==> src/rtl/sig_pkg.sv <==
// Shared types and defaults for the junction phase sequencer.
package sig_pkg;

    typedef enum logic [2:0] {INIT, PH_J, PH_P, PH_C, NIGHT} state_t;

    typedef logic [11:0] unit_t;

    localparam int UNIT_MAX = 4095;
    localparam int DEF_UCY  = 1;
    localparam int DEF_L    = 10;
    localparam int DEF_S    = 3;
    localparam int DEF_PT   = 4;

    // Phase lengths in units, derived from base green and extension lengths.
    function automatic unit_t len_j(input int l, input int s);
        return unit_t'(l + s);
    endfunction

    function automatic unit_t len_c(input int l, input int s);
        return unit_t'(l + 2 * s);
    endfunction

endpackage

==> src/rtl/signal_phase_seq_if.sv <==
// Request inputs and phase-command outputs of the phase sequencer.
interface signal_phase_seq_if;
    logic           ped_req;
    logic           night_req;
    logic           J;
    logic           P;
    logic           C;
    logic           N;
    logic           phase_chg;
    sig_pkg::unit_t units_left;

    modport master (
        output ped_req, night_req,
        input  J, P, C, N, phase_chg, units_left
    );

    modport slave (
        input  ped_req, night_req,
        output J, P, C, N, phase_chg, units_left
    );
endinterface

==> src/rtl/unit_tick.sv <==
// Unit prescaler: tick once every UCY+1 clocks, realigned by restart.
module unit_tick
    import sig_pkg::*;
#(
    parameter int UCY = DEF_UCY
) (
    input  logic clk,
    input  logic rst,
    input  logic restart,
    output logic tick
);

    unit_t count_reg;

    assign tick = (count_reg == unit_t'(UCY));

    always_ff @(posedge clk) begin
        if (rst || restart) begin
            count_reg <= '0;
        end else if (tick) begin
            count_reg <= '0;
        end else begin
            count_reg <= count_reg + unit_t'(1);
        end
    end

endmodule

==> src/rtl/signal_phase_seq.sv <==
// Junction phase sequencer: J -> [P] -> C cycle on unit ticks, with night mode.
module signal_phase_seq
    import sig_pkg::*;
#(
    parameter int UCY = DEF_UCY,
    parameter int L   = DEF_L,
    parameter int S   = DEF_S,
    parameter int PT  = DEF_PT
) (
    input  logic               clk,
    input  logic               rst,
    signal_phase_seq_if.slave  bus
);

    localparam unit_t LEN_J = len_j(L, S);
    localparam unit_t LEN_P = unit_t'(PT);
    localparam unit_t LEN_C = len_c(L, S);

    generate
        if (UCY < 0 || UCY > UNIT_MAX || L < 1 || L > UNIT_MAX || S < 1 || S > UNIT_MAX
            || PT < 1 || PT > UNIT_MAX || (L + 2 * S) > UNIT_MAX) begin : g_bad_param
            $error("signal_phase_seq: parameter out of range");
        end
    endgenerate

    state_t state_reg, state_next;
    unit_t  cnt_reg, cnt_next;
    logic   ped_reg, ped_next;
    logic   entered_reg;
    logic   tick, restart, phase_end, ped_any;

    logic   j_reg, p_reg, c_reg, n_reg, chg_reg;
    unit_t  units_reg;

    unit_tick #(.UCY(UCY)) u_tick (
        .clk     (clk),
        .rst     (rst),
        .restart (restart),
        .tick    (tick)
    );

    always_comb begin
        state_next = state_reg;
        ped_any    = ped_reg | bus.ped_req;
        phase_end  = tick && (cnt_reg == unit_t'(1));
        case (state_reg)
            INIT:  state_next = PH_J;
            PH_J:  if (phase_end) state_next = bus.night_req ? NIGHT : (ped_any ? PH_P : PH_C);
            PH_P:  if (phase_end) state_next = PH_C;
            PH_C:  if (phase_end) state_next = bus.night_req ? NIGHT : PH_J;
            NIGHT: if (!bus.night_req) state_next = PH_J;
            default: state_next = INIT;
        endcase

        restart = (state_next != state_reg);

        cnt_next = cnt_reg;
        if (restart) begin
            case (state_next)
                PH_J:    cnt_next = LEN_J;
                PH_P:    cnt_next = LEN_P;
                PH_C:    cnt_next = LEN_C;
                default: cnt_next = '0;
            endcase
        end else if (tick && cnt_reg != '0) begin
            cnt_next = cnt_reg - unit_t'(1);
        end

        // The request that sends us into PH_P is consumed; any later press re-arms.
        ped_next = (restart && state_next == PH_P) ? 1'b0 : ped_any;
    end

    // Command outputs trail the internal state by one clock.
    always_ff @(posedge clk) begin
        if (rst) begin
            state_reg   <= INIT;
            cnt_reg     <= '0;
            ped_reg     <= 1'b0;
            entered_reg <= 1'b0;
            j_reg       <= 1'b0;
            p_reg       <= 1'b0;
            c_reg       <= 1'b0;
            n_reg       <= 1'b0;
            chg_reg     <= 1'b0;
            units_reg   <= '0;
        end else begin
            state_reg   <= state_next;
            cnt_reg     <= cnt_next;
            ped_reg     <= ped_next;
            entered_reg <= restart;
            j_reg       <= (state_reg == PH_J);
            p_reg       <= (state_reg == PH_P);
            c_reg       <= (state_reg == PH_C);
            n_reg       <= (state_reg == NIGHT);
            chg_reg     <= entered_reg;
            units_reg   <= cnt_reg;
        end
    end

    assign bus.J          = j_reg;
    assign bus.P          = p_reg;
    assign bus.C          = c_reg;
    assign bus.N          = n_reg;
    assign bus.phase_chg  = chg_reg;
    assign bus.units_left = units_reg;

endmodule

==> src/flat_wrapper.sv <==
// flat-port wrapper written by rule: the top's interface ports become plain ports
module signal_phase_seq_flat import sig_pkg::*;
#(
    parameter int UCY = DEF_UCY,
    parameter int L   = DEF_L,
    parameter int S   = DEF_S,
    parameter int PT  = DEF_PT
)
  (clk, rst, bus_ped_req, bus_night_req, bus_J, bus_P, bus_C, bus_N, bus_phase_chg, bus_units_left);
  signal_phase_seq_if bus_i ();
  input  logic clk;
  input  logic rst;
  input wire logic [$bits(bus_i.ped_req)-1:0] bus_ped_req;
  input wire logic [$bits(bus_i.night_req)-1:0] bus_night_req;
  output wire logic [$bits(bus_i.J)-1:0] bus_J;
  output wire logic [$bits(bus_i.P)-1:0] bus_P;
  output wire logic [$bits(bus_i.C)-1:0] bus_C;
  output wire logic [$bits(bus_i.N)-1:0] bus_N;
  output wire logic [$bits(bus_i.phase_chg)-1:0] bus_phase_chg;
  output wire logic [$bits(bus_i.units_left)-1:0] bus_units_left;
  assign bus_i.ped_req = bus_ped_req;
  assign bus_i.night_req = bus_night_req;
  assign bus_J = bus_i.J;
  assign bus_P = bus_i.P;
  assign bus_C = bus_i.C;
  assign bus_N = bus_i.N;
  assign bus_phase_chg = bus_i.phase_chg;
  assign bus_units_left = bus_i.units_left;
  signal_phase_seq #(.UCY(UCY), .L(L), .S(S), .PT(PT)) u_core (.clk(clk), .rst(rst), .bus(bus_i));
endmodule
==> config.mk <==
export PLATFORM = sky130hd
export DESIGN_NAME = signal_phase_seq_flat
export DESIGN_NICKNAME = d
export VERILOG_FILES = /design/src/rtl/sig_pkg.sv /design/src/rtl/signal_phase_seq_if.sv /design/src/rtl/unit_tick.sv /design/src/rtl/signal_phase_seq.sv /design/src/flat_wrapper.sv
export SDC_FILE = /design/constraint.sdc
export NUM_CORES = 1
export LEC_CHECK = 0
export CAP_MARGIN = 40
export CORE_ASPECT_RATIO = 1.2
export CORE_MARGIN = 2
export CORE_UTILIZATION = 60
export CTS_CLUSTER_SIZE = 10
export DETAILED_ROUTE_END_ITERATION = 16
export MAX_ROUTING_LAYER = met4
export PLACE_DENSITY = 0.87
export REMOVE_ABC_BUFFERS = 1
export SETUP_SLACK_MARGIN = 0.05
export SYNTH_ARGS = -nofsm -noshare
export SYNTH_HDL_FRONTEND = slang
export SYNTH_SLANG_ARGS = --single-unit
==> constraint.sdc <==
create_clock -name clk -period 4 [get_ports clk]
set_input_delay 0.8 -clock clk [delete_from_list [all_inputs] [get_ports clk]]
set_output_delay 0.8 -clock clk [all_outputs]
set_load 0.01 [all_outputs]
; ---- Word-level counts from Yosys, hierarchy flattened
; Cells that the tools add are included.
[op_classes]
bitwise_logic = 1
reduce_logical = 9
eq_ne = 10
mux = 11
n_addsub = 2
[op_table]
columns = operator, count
row1 = $eq 12x1->1 const B, 2
row2 = $mux 12, 2
row3 = $mux 3, 6
row4 = $pmux 3 s5, 1
row5 = $pmux 5 s3, 1
row6 = $add 12x1->12 const B, 1
row7 = $eq 3x2->1 const B, 4
row8 = $reduce_bool 12->1, 1
row9 = $sub 12x1->12 const B, 1
row10 = $eq 3x1->1 const B, 2
row11 = $reduce_or 2->1, 2
row12 = $eq 3x3->1 const B, 1
row13 = $logic_and 1x1->1, 3
row14 = $logic_not 3->1, 1
row15 = $ne 3x3->1, 1
row16 = $reduce_bool 2->1, 1
row17 = $logic_or 1x1->1, 1
row18 = $mux 1, 1
row19 = $or 1x1->1, 1
[totals]
word_cells = 44
out_inout_bits = 17
ff_bits = 46

; ---- Logic depth before layout (Yosys ltp)
[logic_depth]
word_depth = 8
depth_mapped = 8
depth_no_buf = 7

; ---- Modules after synthesis
; From an unflattened synthesis, not the netlist that was laid out.
[unflattened]
hier_cells = 217
area_unflattened_um2 = 1988.2
[by_module_without_submodules]
columns = mod, area_each_um2, cells_each, seq_area_each_um2, n_inst
row1 = signal_phase_seq, 1433.9, 157, 680.7, 1
row2 = unit_tick, 554.3, 60, 240.2, 1

; ---- Worst setup path after synthesis
; No wires, ideal clock.
[synth_timing]
kind = in2reg
startpoint = input port bus_night_req
endpoint = register u_core.u_tick.count_reg[10]
path_stages = 6
setup_ns = 0.065
required_time_ns = 3.935
arrival_time_ns = 1.770
slack_ns = 2.165
path_buffers = 2
path_cell_list = clkbuf_1 -> nand3_1 -> a21oi_1 -> nand2_1 -> clkbuf_1 -> nor2_1
[synth_between]
elab_chain_cells = 6
word_cells_on_any_way = 9
[synth_lines]
columns = item, line_no
row1 = from (decl), flat_wrapper.sv:14  ; input wire logic [$bits(bus_i.night_req)-1:0] bus_night_req;
row2 = "$mux 3, on equally long branches (2 in a row)", "signal_phase_seq.sv:50, signal_phase_seq.sv:48"
row3 = $pmux 3 s5 (*), signal_phase_seq.sv:46  ; case (state_reg)
row4 = $ne 3x3->1 (*), signal_phase_seq.sv:55  ; restart = (state_next != state_reg);
row5 = $logic_or 1x1->1 (*), unit_tick.sv:18  ; if (rst || restart) begin
row6 = $reduce_or 2->1 (no line) (*), n/a
row7 = to (signal assigned), unit_tick.sv:23  ; count_reg <= count_reg + unit_t'(1);
row8 = to (decl), unit_tick.sv:13  ; unit_t count_reg;
; Mark *: on every way between the ends. The rest lies on a longest branch, timed or not.
; A chain may end at the register's enable or synchronous reset.

; ---- Worst setup path after layout
[layout_timing]
startpoint = register u_core.u_tick.count_reg[0]
endpoint = register u_core.cnt_reg[1]
[layout_between]
elab_chain_cells = 6
word_cells_on_any_way = 10
[layout_lines]
columns = item, line_no
row1 = $eq 12x1->1 (*), unit_tick.sv:15  ; assign tick = (count_reg == unit_t'(UCY));
row2 = $logic_and 1x1->1, signal_phase_seq.sv:45  ; phase_end = tick && (cnt_reg == unit_t'(1));
row3 = "$mux 3, on equally long branches", "signal_phase_seq.sv:50, signal_phase_seq.sv:48, signal_phase_seq.sv:49"
row4 = $pmux 3 s5, signal_phase_seq.sv:46
row5 = $ne 3x3->1, signal_phase_seq.sv:55
row6 = $mux 12 or $reduce_bool 2->1 (tied branches), n/a
row7 = to (signal assigned), signal_phase_seq.sv:88  ; cnt_reg <= cnt_next;
row8 = to (decl), signal_phase_seq.sv:27  ; unit_t cnt_reg, cnt_next;
; Marked as above.

==> results.ini <==
[global_route]
grt_max_degree=35
antenna_found_initial=0
grt_first_pass_wirelength_microns=5980
grt_overflow_total=0
grt_use_total_pct=20.6
grt_pass1_vias=1377

[synth]
synth-seq-cells=46
synth_most_common_cell=dfxtp_1
avgSynthCellArea_sq_um=9.46
synth_top_cell_area_share_pct=45.3
synth_area_leader_cell=dfxtp_1
ys_types=47
ys_seq_area_share_pct=45.3
synth-edff-count=0
ys_warn_count=0
ys_top_cells_by_area=dfxtp_1, xnor2_1, nor2_1
async_flop_share_pct=0
syn_inst=215
synth_common_cells=dfxtp_1, nor2_1, nor3_1
synth-main-ff-cell=dfxtp_1
synth.cell_area_sq_um=2030

[min_path]
hold_path.class=register to register

[worst_setup_path]
reg2reg_from=u_core.u_tick.count_reg[0]
r2r_cells=6
startpoint=u_core.u_tick.count_reg[0]
critPathMaxFanout=8
cp.arrival_ns=2.46
cp.required_ns=4.19
endpoint=u_core.cnt_reg[1]
startpoint_type=register
reg2reg_to=u_core.cnt_reg[1]
end_kind=register
critPathKind=register to register
r2r_slack_ns=1.73

[route]
drc=0
drt_iter0_drc=42
vias=1538
ant_nets=0
finalWirelength_microns=3580
dr.pass1.iters=4
via_per_inst=5.70
post_drt_wl_per_cell_microns=13.2

[clock_network]
post_cts_buffers=0
cts_buffer_depth=2
path_clk_slew_ns=0.09
numCtsBuffers=5
cts_tree=built
post_cts_resize_count=0
root_buffer=clkbuf_8
insertion_delay_ns=0.31
hold_buffers=0
h-tree-depth=2
cts_sinks=46

[power_and_ir_drop]
combPwrFrac_pct=10.4
irDropWorstVdd_mv=0.432
intPower_uw=768
total_power_uw=1000
clkPwrFrac_pct=41.1
swShare_pct=23.1
leakage_nw=0.842
p_per_area_nw_per_um2=424
netSwitchingPower_uw=231
p_seq_share_pct=48.5

[die]
core_sq_um=3280
initial_core_util_pct=62.0
die_w_microns=57.2
fp.dieH_microns=67.8
die_area_sq_um=3870
io_pins=21
std_cell_rows=23

[cells_and_area]
final_nets=241
antenna_cells=0
final_cell_area_sq_um=2360
n_fill_cell=263
drive_gt1_share_pct=9.01
area_growth_pct=15.9
layout.cells.non_filler=270

[place]
gp_congestion=0.817
placed_cells=262
hpwlAfterDp_microns=2400
dpl_cell_area_sq_um=2220
portBuffers=20
place_ws_ns=1.64

[flow_run]
cap_viol_max_count=0

[sta]
fin_crit_ns=2.27
hold_viol=0
finalWorstSetupSlack_ns=1.73
setup_viol=0
finalSetupTns_ns=0
timing.final.crit_share_pct=56.8
slew_headroom_pct=64.0
finClkSkew_ns=0.00817
drv_slew=0
fmax_mhz=440
rsz0062_at_grt=false
worst_slew_pin_slew_ns=0.534

[status]
status=completed

[cell usage in the layout, fill, tap and decap left out, drive strengths merged, types with 2 or more instances in the layout]
cell | Yosys | routed
xor2 | 5 | 5
nor4b | 2 | 2
nand2b | 3 | 3
bufinv | 0 | 2
dfxtp | 46 | 46
nand3 | 5 | 5
a211oi | 2 | 2
o21ai | 3 | 3
inv | 3 | 3
clkbuf | 6 | 5
nand2 | 8 | 8
and4 | 3 | 3
or4 | 3 | 3
or3 | 5 | 5
xnor2 | 15 | 15
or2 | 2 | 2
nor4 | 8 | 8
nor3 | 19 | 19
and3 | 3 | 3
ha | 5 | 5
nor3b | 2 | 2
nor2b | 11 | 11
nand4 | 4 | 4
nor2 | 27 | 27
o21a | 2 | 2
a21oi | 6 | 6
clkdlybuf4s50 | 0 | 20
[per-stage QoR]
stage	utilization [%]	hold WS (ns)
floorplan	-	0.414
global placement	67.7	0.422
detailed placement	67.7	0.427
CTS	71.9	0.455
global route	71.9	0.467
finish	71.9	0.450
[cell families after synthesis]
kind of cell | Yosys count | share of synthesized area (%)
xor+xnor | 20 | 8.61
compound gates | 23 | 9.04
flops | 46 | 45.3
simple gates | 107 | 30.1
fa+ha+maj | 5 | 3.08
buf+inv | 14 | 3.94
[metal layers]
metal,vias up,GRT usage [%],wire length (microns)
met4,0,9.88,78
met2,24,35.1,1780
met1,720,22.4,1600
met5,-,-,0
met3,8,5.56,120
li1,786,-,-
[area by class of cell]
cell class                      count  area [sq um]  area share [%]
Inverter                            3          11.3           0.478
Sequential cell                    46           921            39.1
Clock buffer                        5          68.8            2.92
Multi-Input combinational cell    155          1030            43.8
Clock inverter                      3          68.8            2.92
Timing Repair Buffer               21           208            8.81
Tap cell                           37          46.3            1.96
[how the worst min path moves through the flow]
stage	from	endpoint	slack, ns	depth (start not counted)
floorplan	u_core.entered_reg	u_core.bus.phase_chg	0.41	1
CTS	u_core.entered_reg	u_core.bus.phase_chg	0.46	1
global placement	u_core.entered_reg	u_core.bus.phase_chg	0.42	1
finish	u_core.entered_reg	u_core.bus.phase_chg	0.45	1
detailed placement	u_core.entered_reg	u_core.bus.phase_chg	0.43	1
global route	u_core.entered_reg	u_core.bus.phase_chg	0.47	1
[power by group through the flow]
stage,logic (mW),clock network [mW],registers (mW)
4_1_cts,0.103,0.420,0.485
6_report,0.104,0.411,0.485
2_1_floorplan,0.0682,0,0.495
3_5_place_dp,0.102,0,0.496
5_1_grt,0.114,0.431,0.487
3_3_place_gp,0.100,0,0.495
[critical path, cell delays in order (launching register included)]
cell and delay [ns]:
dfxtp_1 0.44, ha_1 0.18, nor4b_1 0.38, nand3_1 0.37, nor2_1 0.33, nor2_1 0.08
a2111oi_1 0.36
Note: power is estimated with default switching activity, not from simulation.
